$ cat src/rtl/adder_acc_ctrl_pkg.sv
// Shared encodings and defaults for the switch/button accumulator front end.
package adder_acc_ctrl_pkg;

    // Accumulator control FSM states
    typedef enum logic [1:0] {
        S_IDLE = 2'd0,
        S_EXEC = 2'd1,
        S_HOLD = 2'd2
    } state_t;

    // Latched operation
    typedef enum logic {
        OP_ADD = 1'b0,
        OP_SUB = 1'b1
    } op_t;

    // Stable cycles before a debounced level may change (hardware default)
    localparam int DB_COUNT_DEF = 1000000;
    localparam int DB_W_DEF     = 20;

endpackage

$ cat src/rtl/btn_debounce.sv
// Per-button synchronizer, debouncer and rising-edge press pulse.
module btn_debounce #(
    parameter int DB_COUNT = 4,
    parameter int DB_W     = 20
) (
    input  logic clk,
    input  logic clr,
    input  logic raw,
    output logic level,
    output logic press
);

    logic            sync1_q, sync2_q;
    logic [DB_W-1:0] cnt_q, cnt_d;
    logic            level_q, level_d;
    logic            press_q, press_d;

    // Counter runs only while the synced input disagrees with the level;
    // the level flips once the disagreement has lasted DB_COUNT cycles.
    always_comb begin
        cnt_d   = '0;
        level_d = level_q;
        if (sync2_q != level_q) begin
            if (cnt_q == DB_W'(DB_COUNT - 1)) begin
                level_d = sync2_q;
            end else begin
                cnt_d = cnt_q + 1'b1;
            end
        end
        press_d = level_d & ~level_q;
    end

    // Synchronizer, debounce state and registered press pulse
    always_ff @(posedge clk) begin
        if (clr) begin
            sync1_q <= 1'b0;
            sync2_q <= 1'b0;
            cnt_q   <= '0;
            level_q <= 1'b0;
            press_q <= 1'b0;
        end else begin
            sync1_q <= raw;
            sync2_q <= sync1_q;
            cnt_q   <= cnt_d;
            level_q <= level_d;
            press_q <= press_d;
        end
    end

    assign level = level_q;
    assign press = press_q;

endmodule

$ cat src/rtl/adder_acc_ctrl.sv
// Button-driven 8-bit add/subtract accumulator feeding the display stage.
module adder_acc_ctrl
    import adder_acc_ctrl_pkg::*;
#(
    parameter int DB_COUNT = DB_COUNT_DEF,
    parameter int DB_W     = DB_W_DEF
) (
    input  logic       clk,
    input  logic       clr,
    input  logic [7:0] sw,
    input  logic       btn_add,
    input  logic       btn_sub,
    output logic [7:0] x,
    output logic       ovf,
    output logic       upd
);

    logic [7:0] sw_s1_q, sw_s_q;
    logic       lvl_add, lvl_sub, press_add, press_sub;
    state_t     state_q, state_d;
    op_t        op_q, op_d;
    logic [7:0] x_q, x_d;
    logic       ovf_q, ovf_d;
    logic       upd_q, upd_d;
    logic [8:0] res;

    btn_debounce #(.DB_COUNT(DB_COUNT), .DB_W(DB_W)) u_db_add (
        .clk   (clk),
        .clr   (clr),
        .raw   (btn_add),
        .level (lvl_add),
        .press (press_add)
    );

    btn_debounce #(.DB_COUNT(DB_COUNT), .DB_W(DB_W)) u_db_sub (
        .clk   (clk),
        .clr   (clr),
        .raw   (btn_sub),
        .level (lvl_sub),
        .press (press_sub)
    );

    // Two-flop synchronizer for the operand switches
    always_ff @(posedge clk) begin
        if (clr) begin
            sw_s1_q <= '0;
            sw_s_q  <= '0;
        end else begin
            sw_s1_q <= sw;
            sw_s_q  <= sw_s1_q;
        end
    end

    // Next state: one operation per press, then wait for all buttons released
    always_comb begin
        state_d = state_q;
        op_d    = op_q;
        x_d     = x_q;
        ovf_d   = ovf_q;
        upd_d   = 1'b0;
        res     = '0;
        case (state_q)
            S_IDLE: begin
                if (press_add && press_sub) begin
                    state_d = S_HOLD;
                end else if (press_add || press_sub) begin
                    op_d    = press_sub ? OP_SUB : OP_ADD;
                    state_d = S_EXEC;
                end
            end
            S_EXEC: begin
                // Bit 8 is the carry for ADD and the borrow for SUB
                if (op_q == OP_SUB) res = {1'b0, x_q} - {1'b0, sw_s_q};
                else                res = {1'b0, x_q} + {1'b0, sw_s_q};
                x_d     = res[7:0];
                ovf_d   = ovf_q | res[8];
                upd_d   = 1'b1;
                state_d = S_HOLD;
            end
            S_HOLD: begin
                if (!lvl_add && !lvl_sub) state_d = S_IDLE;
            end
            default: state_d = S_IDLE;
        endcase
    end

    // FSM and accumulator registers
    always_ff @(posedge clk) begin
        if (clr) begin
            state_q <= S_IDLE;
            op_q    <= OP_ADD;
            x_q     <= '0;
            ovf_q   <= 1'b0;
            upd_q   <= 1'b0;
        end else begin
            state_q <= state_d;
            op_q    <= op_d;
            x_q     <= x_d;
            ovf_q   <= ovf_d;
            upd_q   <= upd_d;
        end
    end

    assign x   = x_q;
    assign ovf = ovf_q;
    assign upd = upd_q;

endmodule

$ cat config.mk
export PLATFORM = sky130hd
export DESIGN_NAME = adder_acc_ctrl
export DESIGN_NICKNAME = d
export VERILOG_FILES = /design/src/rtl/adder_acc_ctrl_pkg.sv /design/src/rtl/btn_debounce.sv /design/src/rtl/adder_acc_ctrl.sv
export SDC_FILE = /design/constraint.sdc
export NUM_CORES = 1
export LEC_CHECK = 0
export BUFFER_PORTS_ARGS = -buffer_cell sky130_fd_sc_hd__buf_2
export CAP_MARGIN = 30
export CORE_UTILIZATION = 29
export CTS_CLUSTER_DIAMETER = 40
export CTS_CLUSTER_SIZE = 40
export DETAILED_ROUTE_END_ITERATION = 8
export GPL_TIMING_DRIVEN = 1
export PLACE_DENSITY = 0.5
export SYNTH_ARGS = -nofsm -noshare
export SYNTH_HDL_FRONTEND = slang
export SYNTH_SLANG_ARGS = --single-unit
export TNS_END_PERCENT = 5
$ cat constraint.sdc
create_clock -name clk -period 4 [get_ports clk]
set_input_delay 0 -clock clk [delete_from_list [all_inputs] [get_ports clk]]
set_output_delay 0 -clock clk [all_outputs]
set_load 0.03 [all_outputs]
# Word level (Yosys, flattened, before mapping)
# Index checks and enable logic that the tools add are counted.
[op_classes] addsub=4 n_eq_ne=8 mux=12 n_bitwise=8 reduce_logical=10
[ops] cell="$add A20 B1 Y20 const B" n=2
[ops] cell="$eq A20 B20 Y1 const B" n=2
[ops] cell="$mux W9" n=2
[ops] cell="$add A8 B8 Y9" n=1
[ops] cell="$sub A8 B8 Y9" n=1
[ops] cell="$mux W1" n=6
[ops] cell="$mux W2" n=3
[ops] cell="$pmux W2 S3" n=1
[ops] cell="$reduce_or A3 Y1" n=2
[ops] cell="$not A1 Y1" n=5
[ops] cell="$ne A3 B3 Y1 const B" n=1
[ops] cell="$reduce_and A3 Y1" n=1
[ops] cell="$and A1 B1 Y1" n=2
[ops] cell="$eq A2 B1 Y1 const B" n=1
[ops] cell="$eq A2 B2 Y1 const B" n=1
[ops] cell="$logic_and A1 B1 Y1" n=2
[ops] cell="$logic_not A1 Y1" n=2
[ops] cell="$logic_not A2 Y1" n=1
[ops] cell="$ne A1 B1 Y1" n=2
[ops] cell="$ne A2 B2 Y1 const B" n=1
[ops] cell="$reduce_and A2 Y1" n=1
[ops] cell="$logic_or A1 B1 Y1" n=1
[ops] cell="$or A1 B1 Y1" n=1
[word_totals] ff_bits=77 in_bits=12 out_inout_bits=10

# Longest topological paths before layout
[logic_depth] depth_word=4 ltp_mapped=9 ltp_nobuf=9

# By module
# From an unflattened synthesis, not the netlist that was laid out.
[unflattened] cells_unflattened=395 hier_area_um2=3547.2
[modules_own_cells] module="btn_debounce" instances=2 cells_per_inst=117 area_per_inst_um2=1041.0 seq_area_each_um2=480.5
[modules_own_cells] module="adder_acc_ctrl" instances=1 cells_per_inst=161 area_per_inst_um2=1465.2 seq_area_each_um2=580.6

# Worst setup path before layout
# OpenSTA, ideal clock, no wires.
[synth_path] kind="register to register" start="register sw_s_q[0]" end="register ovf_q (netlist: ovf)" arrival_ns=2.022 slack_ns=1.915 path_stages_with_launch=9 n_path_buf=0 synth_period_minus_slack_ns=2.085 cell_sequence="dfxtp_1 -> inv_1 -> ha_1 -> mux2i_1 -> fa_1 -> a21oi_1 -> nor3_1 -> or4_1 -> nand3_1"
[synth_between] elab_chain_len=4 elab_cells_between_ends=5 cone_classes="2 x add/sub; 2 x mux; 1 x bitwise"
[synth_lines] item="start, declared" line_no="adder_acc_ctrl.sv:18" rtl="logic [7:0] sw_s1_q, sw_s_q;"
[synth_lines] item="start signal, assigned" line_no="adder_acc_ctrl.sv:50" rtl="sw_s_q <= sw_s1_q;"
[synth_lines] item="$add A8 B8 Y9 or $sub A8 B8 Y9 (tied branches)" line_no="adder_acc_ctrl.sv:74, adder_acc_ctrl.sv:73"
[synth_lines] item="$mux W9 (*)" line_no="adder_acc_ctrl.sv:73" rtl="if (op_q == OP_SUB) res = {1'b0, x_q} - {1'b0, sw_s_q};"
[synth_lines] item="$mux W9 (*)" line_no="adder_acc_ctrl.sv:62" rtl="case (state_q)"
[synth_lines] item="$or A1 B1 Y1 (*)" line_no="adder_acc_ctrl.sv:76" rtl="ovf_d = ovf_q | res[8];"
[synth_lines] item="end signal, assigned" line_no="adder_acc_ctrl.sv:99" rtl="ovf_q <= ovf_d;"
[synth_lines] item="end, declared" line_no="adder_acc_ctrl.sv:23" rtl="logic ovf_q, ovf_d;"
# Every way passes the cells marked *; elsewhere a longest branch is shown, timed or not. The select of a mux whose other input is x is not followed.
# A chain may end at the register's enable or synchronous reset.

# Worst setup path in the final report
[layout_path] start="register sw_s_q[3]" end="register x_q[7] (netlist: x[7])"
[layout_between] elab_chain_len=3 elab_cells_between_ends=4 cone_classes="2 x add/sub; 2 x mux"
[layout_lines] item="$add A8 B8 Y9 or $sub A8 B8 Y9 (tied branches)" line_no="adder_acc_ctrl.sv:74, adder_acc_ctrl.sv:73"
[layout_lines] item="$mux W9 (*)" line_no="adder_acc_ctrl.sv:73"
[layout_lines] item="$mux W9 (*)" line_no="adder_acc_ctrl.sv:62"
[layout_lines] item="end signal, assigned" line_no="adder_acc_ctrl.sv:92" rtl="x_q <= '0;"
[layout_lines] item="end signal, assigned" line_no="adder_acc_ctrl.sv:98" rtl="x_q <= x_d;"
[layout_lines] item="end, declared" line_no="adder_acc_ctrl.sv:22" rtl="logic [7:0] x_q, x_d;"
# Marks and branches as above.

==> flow_summary.ini <==
[die]
die_height_um = 112
die_x_um = 112
die_area_um2 = 12600
start_util_pct = 30.4
ios = 22
rows = 39
core_um2 = 11600

[cts]
cts.sinks = 77
clk_pin_slew_worst_paths_ps = 60
cts_tree = yes
clockRootBuffer = clkbuf_16
cts_made_buffers = 9
clockBufferDepth = 2
clock_latency_ps = 330
h-tree-depth = 3
postCtsSetupBuffers = 0

[sta]
rsz0062_at_grt = false
setup_viol_count_final = 0
tightest_slew_ps = 562
drv_slew = 0
fin_tns_setup_ps = 0
fin_crit_sh_pct = 57.3
timing.fmax_ghz = 0.436
clock_skew_ps = 6.45
holdWs_ps = 36.3
post-route-min-period_ps = 2290
hold_viol = 0
slew_headroom_pct = 62.5

[power]
power_density_nw_per_um2 = 413
p_comb_share_pct = 5.9
p_int_mw = 1.33
ir_worst_vdd_uv = 180
switching_share_pct = 22.7
leakagePower_nw = 1.44
pwr-share-seq_pct = 45.6
clock_power_share_pct = 48.6
p_switching_mw = 0.389

[logic_synthesis]
synth.avg_cell_area_um2 = 8.90
synthesis.nets = 422
synth-edff-count = 0
synth_area_leaders = dfxtp_1, ha_1, nor2_1
synth-warning-count = 0
synth_top_area_share_pct = 43.7
ys_async_sr_fraction_pct = 0
ys_seq_elements = 77
syn-cell-area_um2 = 3530
yosysTopAreaCell = dfxtp_1
ys_dominant_reg_cell = dfxtp_1
yosysUniqueCellTypes = 47
postSynthCellCount = 396
ys_seq_area_share_pct = 43.7

[cells_and_area]
mostFrequentLayoutCell = dfxtp_1
synthToLayoutAreaGrowth_pct = 17.9
diodes = 0
nFillCells = 1189
multi_input_area_um2 = 1860
layout_common_cells = dfxtp_1, nor2_1, a21oi_1
stdcell_count = 574
seq_area_um2 = 1540
drive_above_1_share_pct = 9.74
num-nets-final = 452

[placed_design]
portBuffers = 21
place_hpwl_um = 5030
place_congestion = 0.804
place_inst = 548

[global_routing]
first_global_vias = 2674
grt_first_pass_wirelength_um = 12500
overflow = 0
grt_max_degree = 25
met2_usage_pct = 18.8
met1_usage_pct = 16.3
met3_usage_pct = 2.86
antenna_found_initial = 0
busiest_layer = met2
track_usage_pct = 12.2

[setup_path]
worstPathRequired_ps = 4210
startpoint_type = flop
worstSetupPathType = reg -> reg
crit_fanout = 6
cp.arrival_ps = 2500
endpoint_kind = flop

[drt]
routedWlPerCell_um = 12.5
ant_nets = 0
drc = 1
avgViaCountPerCell = 4.99
drt-total-wl_um = 7200
num_vias = 2867
first_iter_violations = 106
first_pass_iters = 6

[status]
status = finished with violations
violations = DRC

[min_path]
min_path_type = in -> reg

[flow_run]
maxCapViolations = 0
layout make-up:
type                    instances  share of cell area (%)
clock buffers                  10                    5.75
flip-flops and latches         77                    37.1
inverters                      15                    1.35
multi-input cells             290                    44.6
clock inverters                 6                    1.59
well taps                     143                    4.30
repair buffers                 33                    5.30
cell usage after synthesis (all sizes together) (3+ instances only):
| cell | instances |
|---|---|
| o21a | 3 |
| buf | 4 |
| a31oi | 3 |
| dfxtp | 77 |
| inv | 15 |
| nor2 | 41 |
| and4 | 4 |
| nand3 | 22 |
| or4 | 7 |
| and3 | 7 |
| ha | 13 |
| and2 | 4 |
| nand2 | 15 |
| o211ai | 6 |
| xor2 | 16 |
| or3 | 15 |
| nor3 | 6 |
| xnor2 | 15 |
| nand4 | 14 |
| o31ai | 3 |
| clkbuf | 10 |
| o21ai | 19 |
| nor2b | 22 |
| nor4 | 3 |
| nor4b | 3 |
| a21oi | 26 |
cells by family (layout without fill, tap and decap cells):
kind of cell / count (synthesis) / in the layout / synth area share, %
and+or+nand+nor: 169 / 169 / 26.3
DFF: 77 / 77 / 43.7
AOI/OAI and AO/OA: 75 / 75 / 13.2
xor gates and xnor gates: 31 / 31 / 7.70
buffers and inverters: 29 / 64 / 3.65
adders and majority gates: 14 / 14 / 5.18
muxes: 1 / 1 / 0.284
worst paths after layout:
path                              start                    to  slack (ps)  cells after the start
setup / recovery   sw_s_q[3]$_SDFF_PP0_     x[7]$_SDFFE_PP0P_        1710                      7
hold / removal                      clr     op_q$_SDFFE_PP0P_          40                      2
setup reg to reg   sw_s_q[3]$_SDFF_PP0_     x[7]$_SDFFE_PP0P_        1710                      7
hold reg to reg   sw_s1_q[5]$_SDFF_PP0_  sw_s_q[5]$_SDFF_PP0_         440                      1
metrics by stage:
step	setup WS, ps	cell area, um2	power, mW	util [%]
2_1_floorplan	1920	3530	0.870	-
3_3_place_gp	1780	3750	0.892	32.3
3_5_place_dp	1730	3750	0.892	32.3
4_1_cts	1720	4160	1.74	35.8
5_1_grt	1480	4160	1.78	35.8
6_report	1710	4160	1.72	35.8
repair_timing:
action	4_1_cts	5_1_grt
hold endpoints to repair	10	0
hold buffers	10	0
resized for setup	0	0
power groups by stage:
stage	logic [mW]	registers [mW]	clock network, mW
final	0.101	0.782	0.833
after global routing	0.113	0.783	0.888
after CTS	0.101	0.782	0.858
after detailed placement	0.0927	0.799	0
after global placement	0.0928	0.799	0
after floorplan	0.0720	0.798	0
registers in the layout, summed over array words and instances, names as in the netlist:
signal / flops
sw_s1_q: 8
u_db_add.sync1_q: 1
upd: 1
u_db_sub.press: 1
u_db_add.press: 1
u_db_sub.sync2_q: 1
u_db_add.cnt_q: 20
u_db_add.sync2_q: 1
u_db_sub.sync1_q: 1
ovf: 1
op_q: 1
u_db_sub.level: 1
u_db_sub.cnt_q: 20
u_db_add.level: 1
state_q: 2
x: 8
sw_s_q: 8
critical path: stages, from the launching register on:
cell and delay [ps]:
dfxtp_1 330, nor3_1 390, a21oi_1 160, xnor2_1 160
ha_1 250, or4_1 560, o2111ai_1 210, o211ai_1 110
routing by layer:
| layer | vias up | routed length (um) |
|---|---|---|
| met2 | 42 | 3160 |
| met4 | 0 | 113 |
| met1 | 1341 | 3700 |
| li1 | 1473 | - |
| met5 | - | 0 |
| met3 | 11 | 226 |
No activity file was read; power rests on OpenSTA's default activity.
